**config.mk**
```make
export PLATFORM = sky130hd
export DESIGN_NAME = otter_bpu_flat
export DESIGN_NICKNAME = d
export VERILOG_FILES = /design/src/rtl/otter_bpu_if.sv /design/src/rtl/otter_bpu.sv /design/src/flat_wrapper.sv
export SDC_FILE = /design/constraint.sdc
export NUM_CORES = 2
export LEC_CHECK = 0
export CORE_MARGIN = 2
export CORE_UTILIZATION = 45
export DETAILED_ROUTE_END_ITERATION = 6
export PLACE_DENSITY = 0.67
export SKIP_LAST_GASP = 1
export SYNTH_ARGS = -nofsm -noshare
export SYNTH_HDL_FRONTEND = slang
export SYNTH_SLANG_ARGS = --single-unit
```
**constraint.sdc**
```tcl
create_clock -name CLK -period 12.42 [get_ports CLK]
set_clock_uncertainty 0.15 [all_clocks]
set_input_delay 2.484 -clock CLK [delete_from_list [all_inputs] [get_ports CLK]]
set_output_delay 2.484 -clock CLK [all_outputs]
set_load 0.02 [all_outputs]
```
**src/rtl/otter_bpu_if.sv**
```systemverilog
// otter_bpu bus bundle: fetch lookup, execute resolve, flush and stats.
// master = pipeline side, slave = branch prediction unit side.
interface otter_bpu_if #(
  parameter int CNT_W = 32
);
  logic [31:0]      IF_PC;
  logic             PRED_TAKEN;
  logic [31:0]      PRED_TARGET;
  logic             EX_VALID;
  logic             EX_IS_BR;
  logic [31:0]      EX_PC;
  logic             EX_TAKEN;
  logic [31:0]      EX_TARGET;
  logic             EX_PRED_TAKEN;
  logic [31:0]      EX_PRED_TARGET;
  logic             MISPREDICT;
  logic             FLUSH;
  logic [31:0]      REDIRECT_PC;
  logic [CNT_W-1:0] BR_COUNT;
  logic [CNT_W-1:0] MISS_COUNT;

  modport master (
    output IF_PC, EX_VALID, EX_IS_BR, EX_PC, EX_TAKEN,
    output EX_TARGET, EX_PRED_TAKEN, EX_PRED_TARGET,
    input  PRED_TAKEN, PRED_TARGET, MISPREDICT, FLUSH,
    input  REDIRECT_PC, BR_COUNT, MISS_COUNT
  );

  modport slave (
    input  IF_PC, EX_VALID, EX_IS_BR, EX_PC, EX_TAKEN,
    input  EX_TARGET, EX_PRED_TAKEN, EX_PRED_TARGET,
    output PRED_TAKEN, PRED_TARGET, MISPREDICT, FLUSH,
    output REDIRECT_PC, BR_COUNT, MISS_COUNT
  );
endinterface

```
**src/rtl/otter_bpu.sv**
```systemverilog
// otter_bpu: direct-mapped BTB + 2-bit counters, same-cycle predict,
// EX-stage train/mispredict/redirect, saturating stats. Ports: CLK, RESET, bus.
module otter_bpu #(
  parameter int         ENTRIES  = 64,
  parameter int         TAG_W    = 8,
  parameter logic [1:0] CTR_INIT = 2'b01,
  parameter int         CNT_W    = 32
) (
  input logic        CLK,
  input logic        RESET,
  otter_bpu_if.slave bus
);
  localparam int IDX_W = $clog2(ENTRIES);

  typedef logic [IDX_W-1:0] idx_t;
  typedef logic [TAG_W-1:0] tag_t;

  logic        valid_q [ENTRIES];
  logic        valid_d [ENTRIES];
  tag_t        tag_q   [ENTRIES];
  tag_t        tag_d   [ENTRIES];
  logic [31:0] tgt_q   [ENTRIES];
  logic [31:0] tgt_d   [ENTRIES];
  logic [1:0]  ctr_q   [ENTRIES];
  logic [1:0]  ctr_d   [ENTRIES];

  logic [CNT_W-1:0] br_cnt_q, br_cnt_d;
  logic [CNT_W-1:0] miss_cnt_q, miss_cnt_d;

  idx_t if_idx, ex_idx;
  tag_t if_tag, ex_tag;
  logic if_hit, ex_hit;
  logic pred_taken;
  logic mispredict;
  logic train;
  logic alias_inv;
  logic unused_pc;

  assign unused_pc = ^{bus.IF_PC, bus.EX_PC};

  always_comb begin
    if_idx = bus.IF_PC[IDX_W+1:2];
    if_tag = bus.IF_PC[IDX_W+TAG_W+1:IDX_W+2];
    ex_idx = bus.EX_PC[IDX_W+1:2];
    ex_tag = bus.EX_PC[IDX_W+TAG_W+1:IDX_W+2];
    if_hit = valid_q[if_idx] && (tag_q[if_idx] == if_tag);
    ex_hit = valid_q[ex_idx] && (tag_q[ex_idx] == ex_tag);
    pred_taken = if_hit && ctr_q[if_idx][1];
  end

  assign bus.PRED_TAKEN  = pred_taken;
  assign bus.PRED_TARGET = pred_taken ? tgt_q[if_idx]
                                      : bus.IF_PC + 32'd4;

  // A non-branch that was predicted taken hit a stale aliased entry.
  always_comb begin
    mispredict = 1'b0;
    if (bus.EX_VALID) begin
      if (bus.EX_IS_BR) begin
        mispredict = (bus.EX_TAKEN != bus.EX_PRED_TAKEN) ||
                     (bus.EX_TAKEN &&
                      (bus.EX_TARGET != bus.EX_PRED_TARGET));
      end else begin
        mispredict = bus.EX_PRED_TAKEN;
      end
    end
  end

  assign bus.MISPREDICT  = mispredict;
  assign bus.FLUSH       = mispredict;
  assign bus.REDIRECT_PC = (bus.EX_IS_BR && bus.EX_TAKEN)
                           ? bus.EX_TARGET
                           : bus.EX_PC + 32'd4;

  assign train     = bus.EX_VALID && bus.EX_IS_BR;
  assign alias_inv = bus.EX_VALID && !bus.EX_IS_BR &&
                     bus.EX_PRED_TAKEN;

  always_comb begin
    valid_d = valid_q;
    tag_d   = tag_q;
    tgt_d   = tgt_q;
    ctr_d   = ctr_q;
    if (train) begin
      if (ex_hit) begin
        if (bus.EX_TAKEN) begin
          if (ctr_q[ex_idx] != 2'd3)
            ctr_d[ex_idx] = ctr_q[ex_idx] + 2'd1;
          tgt_d[ex_idx] = bus.EX_TARGET;
        end else if (ctr_q[ex_idx] != 2'd0) begin
          ctr_d[ex_idx] = ctr_q[ex_idx] - 2'd1;
        end
      end else if (bus.EX_TAKEN) begin
        valid_d[ex_idx] = 1'b1;
        tag_d[ex_idx]   = ex_tag;
        tgt_d[ex_idx]   = bus.EX_TARGET;
        ctr_d[ex_idx]   = 2'b10;
      end
    end else if (alias_inv) begin
      valid_d[ex_idx] = 1'b0;
    end
  end

  always_comb begin
    br_cnt_d   = br_cnt_q;
    miss_cnt_d = miss_cnt_q;
    if (train && !(&br_cnt_q))
      br_cnt_d = br_cnt_q + CNT_W'(1);
    if (mispredict && !(&miss_cnt_q))
      miss_cnt_d = miss_cnt_q + CNT_W'(1);
  end

  assign bus.BR_COUNT   = br_cnt_q;
  assign bus.MISS_COUNT = miss_cnt_q;

  always_ff @(posedge CLK) begin
    if (RESET) begin
      for (int i = 0; i < ENTRIES; i++) begin
        valid_q[i] <= 1'b0;
        ctr_q[i]   <= CTR_INIT;
      end
      br_cnt_q   <= '0;
      miss_cnt_q <= '0;
    end else begin
      valid_q    <= valid_d;
      ctr_q      <= ctr_d;
      br_cnt_q   <= br_cnt_d;
      miss_cnt_q <= miss_cnt_d;
    end
  end

  // Tags/targets need no reset; holding them during reset keeps a
  // discarded update from leaving partial contents behind.
  always_ff @(posedge CLK) begin
    if (!RESET) begin
      tag_q <= tag_d;
      tgt_q <= tgt_d;
    end
  end
endmodule

```
**src/flat_wrapper.sv**
```systemverilog
// flat-port wrapper written by rule: the top's interface ports become plain ports
module otter_bpu_flat 
#(
  parameter int         ENTRIES  = 64,
  parameter int         TAG_W    = 8,
  parameter logic [1:0] CTR_INIT = 2'b01,
  parameter int         CNT_W    = 32
)
  (CLK, RESET, bus_IF_PC, bus_EX_VALID, bus_EX_IS_BR, bus_EX_PC, bus_EX_TAKEN, bus_EX_TARGET, bus_EX_PRED_TAKEN, bus_EX_PRED_TARGET, bus_PRED_TAKEN, bus_PRED_TARGET, bus_MISPREDICT, bus_FLUSH, bus_REDIRECT_PC, bus_BR_COUNT, bus_MISS_COUNT);
  otter_bpu_if #(.CNT_W(CNT_W)) bus_i ();
  input logic CLK;
  input logic RESET;
  input wire logic [$bits(bus_i.IF_PC)-1:0] bus_IF_PC;
  input wire logic [$bits(bus_i.EX_VALID)-1:0] bus_EX_VALID;
  input wire logic [$bits(bus_i.EX_IS_BR)-1:0] bus_EX_IS_BR;
  input wire logic [$bits(bus_i.EX_PC)-1:0] bus_EX_PC;
  input wire logic [$bits(bus_i.EX_TAKEN)-1:0] bus_EX_TAKEN;
  input wire logic [$bits(bus_i.EX_TARGET)-1:0] bus_EX_TARGET;
  input wire logic [$bits(bus_i.EX_PRED_TAKEN)-1:0] bus_EX_PRED_TAKEN;
  input wire logic [$bits(bus_i.EX_PRED_TARGET)-1:0] bus_EX_PRED_TARGET;
  output wire logic [$bits(bus_i.PRED_TAKEN)-1:0] bus_PRED_TAKEN;
  output wire logic [$bits(bus_i.PRED_TARGET)-1:0] bus_PRED_TARGET;
  output wire logic [$bits(bus_i.MISPREDICT)-1:0] bus_MISPREDICT;
  output wire logic [$bits(bus_i.FLUSH)-1:0] bus_FLUSH;
  output wire logic [$bits(bus_i.REDIRECT_PC)-1:0] bus_REDIRECT_PC;
  output wire logic [$bits(bus_i.BR_COUNT)-1:0] bus_BR_COUNT;
  output wire logic [$bits(bus_i.MISS_COUNT)-1:0] bus_MISS_COUNT;
  assign bus_i.IF_PC = bus_IF_PC;
  assign bus_i.EX_VALID = bus_EX_VALID;
  assign bus_i.EX_IS_BR = bus_EX_IS_BR;
  assign bus_i.EX_PC = bus_EX_PC;
  assign bus_i.EX_TAKEN = bus_EX_TAKEN;
  assign bus_i.EX_TARGET = bus_EX_TARGET;
  assign bus_i.EX_PRED_TAKEN = bus_EX_PRED_TAKEN;
  assign bus_i.EX_PRED_TARGET = bus_EX_PRED_TARGET;
  assign bus_PRED_TAKEN = bus_i.PRED_TAKEN;
  assign bus_PRED_TARGET = bus_i.PRED_TARGET;
  assign bus_MISPREDICT = bus_i.MISPREDICT;
  assign bus_FLUSH = bus_i.FLUSH;
  assign bus_REDIRECT_PC = bus_i.REDIRECT_PC;
  assign bus_BR_COUNT = bus_i.BR_COUNT;
  assign bus_MISS_COUNT = bus_i.MISS_COUNT;
  otter_bpu #(.ENTRIES(ENTRIES), .TAG_W(TAG_W), .CTR_INIT(CTR_INIT), .CNT_W(CNT_W)) u_core (.CLK(CLK), .RESET(RESET), .bus(bus_i));
endmodule
```
==> run summary <==
status: finished with violations
failing checks: DRC
sequential fraction of the synthesis area: 69.9%
Rel. slew slack: 1.02%
Worst Hold Path EP: u_core.ctr_q[51]
Nets: 6,762
final hold violations: 0
Skew-Pair Late Insertion Delay: 950 ps
setup slack after layout: 1590 ps
post-cts sizing count: 0
Final Max Tran Viols: 0
Initial Util: 45.2%
switching share of power: 21.9%
min-delay worst type: reg -> reg
synth-to-layout area growth: 14.4%
R2R setup slack: 6820 ps
Synth Area in Compound Gates: 4.90%
number of antenna violations at the first check in global routing: 17
Post-CTS Setup Inserts: 0
Post-Synth Simple-Gate Area: 3.45%
Synth Flop Type: edfxtp_1
post-synthesis register bit count: 2,816
reg2reg start: u_core.tag_q[356]
overall routed net length: 368 mm
commonest cells after routing, fill and taps aside: edfxtp_1, mux4_2, clkbuf_16
Die Area: 0.265 sq mm
worst r2r dst: u_core.tag_q[359]
most common cell after layout, fill and taps aside: edfxtp_1
kind of critical path: in -> out
clock sinks: 2,816
Clock Path Buffers: 4
critical path buffer and inverter count: 3
max_cap viols: 0
number of global-route vias before repair: 66,930
Mapped Avg Cell Area: 18.8 sq um
CP arrival: 8200 ps
Psw: 4.45 mW
LEAKAGE: 41.4 nW
RSZ-0062 raised after global routing: false
Filler cells: 20,322
Iteration-0 DRC Markers: 9,999
First-pass DRT Iterations: 7
mux contribution to synthesized area: 18.4%
Buffers on Ports: 264
Crit path top cell by count: clkdlybuf4s50_1
Ports: 265
Row Count: 187
WHS Path Cells: 2
die height: 514 microns
first-pass GRT wire length: 510 mm
leading area contributor after synthesis: edfxtp_1
die width: 514 microns
CP max stage delay: 1390 ps
Finish-stage setup viols: 0
clock power share: 42.5%
worst slack, placed: 1730 ps
f_max: 92.3 MHz
Post-synth EDFFs: 2,560
Fin Hold WS: 343 ps
hold_sp: u_core.ctr_q[51]
fraction of layout cells with a size suffix above 1: 27.0%
asr flop ratio synth: 0%
Post-DP HPWL: 218 mm
Reg power frac: 51.0%
post-synth net total: 6,371
top cells by area, synth: edfxtp_1, mux4_2, dfxtp_1, nor2_1, mux2i_1
final critical-path share of the clock period: 87.2%
Crit path max-delay family: simple AND/OR/NAND/NOR gates
largest family of logic cells by synthesized area: multiplexers
CP startpoint kind: input port
Comb pwr share: 6.4%
DR vias: 67,387
number of remaining DRC errors: 3
measured slew at the worst slew-check pin: 1480 ps
post-route ant nets: 0
GRT overflow: 0
CTS root buf: clkbuf_16
largest net degree at the start of global routing: 128
Post-Syn Area: 0.117 sq mm
CTS tree: done
hold buffer count at cts: 0
GRT Util Overall: 27.4%
clock slew at reported path FFs: 50 ps
Ys Warns: 0
Num CTS Buffers: 307
Setup crit end kind: output port
Final Wtd Congestion: 0.917
busiest grt layer: met2
CP max FO: 19
vias per cell: 6.58
post-synth top area share: 65.6%
GR Layer Usage met1: 36.1%
GR Util met2: 43.1%
cells after synthesis: 6,231
slowest CP cell: clkdlybuf4s50_1
Power Dens Cells: 151 mW/mm^2
Cell variety after synth: 78
wire length per cell: 35.9 microns
CTS H-Tree Depth: 5
Worst Path Required: 9790 ps
Min Clock Period, post-route: 10,830 ps
met3 usage: 5.51%
Core Region: 0.259 sq mm
Seq. cell area: 0.0820 sq mm
internal power: 15.8 mW
Max VDD drop: 0.000161 V
Reg2Reg Depth: 11
area of the multi-input gates: 0.0335 sq mm
Synth Area in XOR/XNOR: 1.17%
Synth Area in Adders: 0.0640%
final setup TNS: 0 ps
Cell Chain, Critical Path: clkdlybuf4s50_1 > nand3_1 > nor4_1 > buf_4 > and4_1 > nand4_1 > nor2_1 > xnor2_1 > o21ai_0 > clkdlybuf4s50_1
[power groups by stage]
stage | Sequential (mW) | Combinational [mW] | Clock, mW
after floorplan | 10.5 | 0.687 | 0
after global placement | 10.5 | 1.27 | 0
after detailed placement | 10.5 | 1.29 | 0
after CTS | 10.3 | 1.30 | 8.71
after global routing | 10.3 | 1.34 | 9.10
final | 10.3 | 1.30 | 8.62
[worst max-delay path by stage]
stage | start | endpoint | slack (ps) | depth (start not counted)
4_1_cts | bus_IF_PC[2] | bus_PRED_TARGET[28] | 1720 | 11
6_report | bus_EX_PC[6] | bus_REDIRECT_PC[26] | 1590 | 10
5_1_grt | bus_IF_PC[2] | bus_PRED_TARGET[18] | 1540 | 11
3_3_place_gp | bus_IF_PC[2] | bus_PRED_TARGET[2] | 1710 | 10
3_5_place_dp | bus_IF_PC[2] | bus_PRED_TARGET[28] | 1730 | 11
2_1_floorplan | bus_IF_PC[2] | bus_PRED_TARGET[2] | 3440 | 11
[tightest hold or removal path, stage by stage, from the launching register on]
cell and delay (ps):
dfxtp_1 330, inv_1 70, a221oi_2 50
[area by class of cell]
class | instances | share of cell area (%)
multi-input combinational | 2828 | 25.0
sequential | 2816 | 61.1
timing repair buffer | 526 | 3.40
clock buffer | 392 | 6.06
tap | 3402 | 3.17
clock inverter | 135 | 0.876
inverter | 143 | 0.401
antenna | 6 | 0.0112
[stage by stage]
step                      area, sq um  power, mW  cells  utilization (%)
after floorplan                117000       11.2   6231                -
after global placement         125000       11.8   9715             48.1
after detailed placement       125000       11.8   9715             48.1
after CTS                      134000       20.4  10242             51.7
after global routing           134000       20.8  10242             51.7
final                          134000       20.3  10248             51.7
[synthesized netlist by cell type (all sizes together), types with 23 or more instances]
cell type and n:
o32ai 67, a22oi 101, a221oi 124, a211oi 72, clkbuf 269, nand3 101, a21oi 49, o21ai 127
nand2 183, mux2 76, mux4 865, o22ai 35, nor3 35, inv 143, xnor2 81, mux2i 127
nor2 364, edfxtp 2560, buf 175, xor2 76, nand4 26, and3 23, dfxtp 256, o31ai 24
[sequential cells by signal, summed over array words and instances (netlist names), named ones only]
name and flops:
u_core.tgt_q 2048, u_core.tag_q 512, u_core.ctr_q 128, u_core.bus.BR_COUNT 32
u_core.bus.MISS_COUNT 32
[kinds of logic after synthesis]
family / count (synthesis)
AO/OA/AOI/OAI: 731
XOR/XNOR: 157
adder cells (fa/ha/maj): 6
buffers and inverters: 587
flip-flops: 2816
multiplexers: 1068
AND/OR/NAND/NOR: 866
[metal layers]
| layer | vias up | routed length, microns |
|---|---|---|
| li1 | 26620 | - |
| met1 | 35332 | 135000 |
| met2 | 4499 | 173000 |
| met3 | 928 | 36800 |
| met4 | 8 | 23200 |
| met5 | - | 54 |
Power figures use the tool's default switching activity.
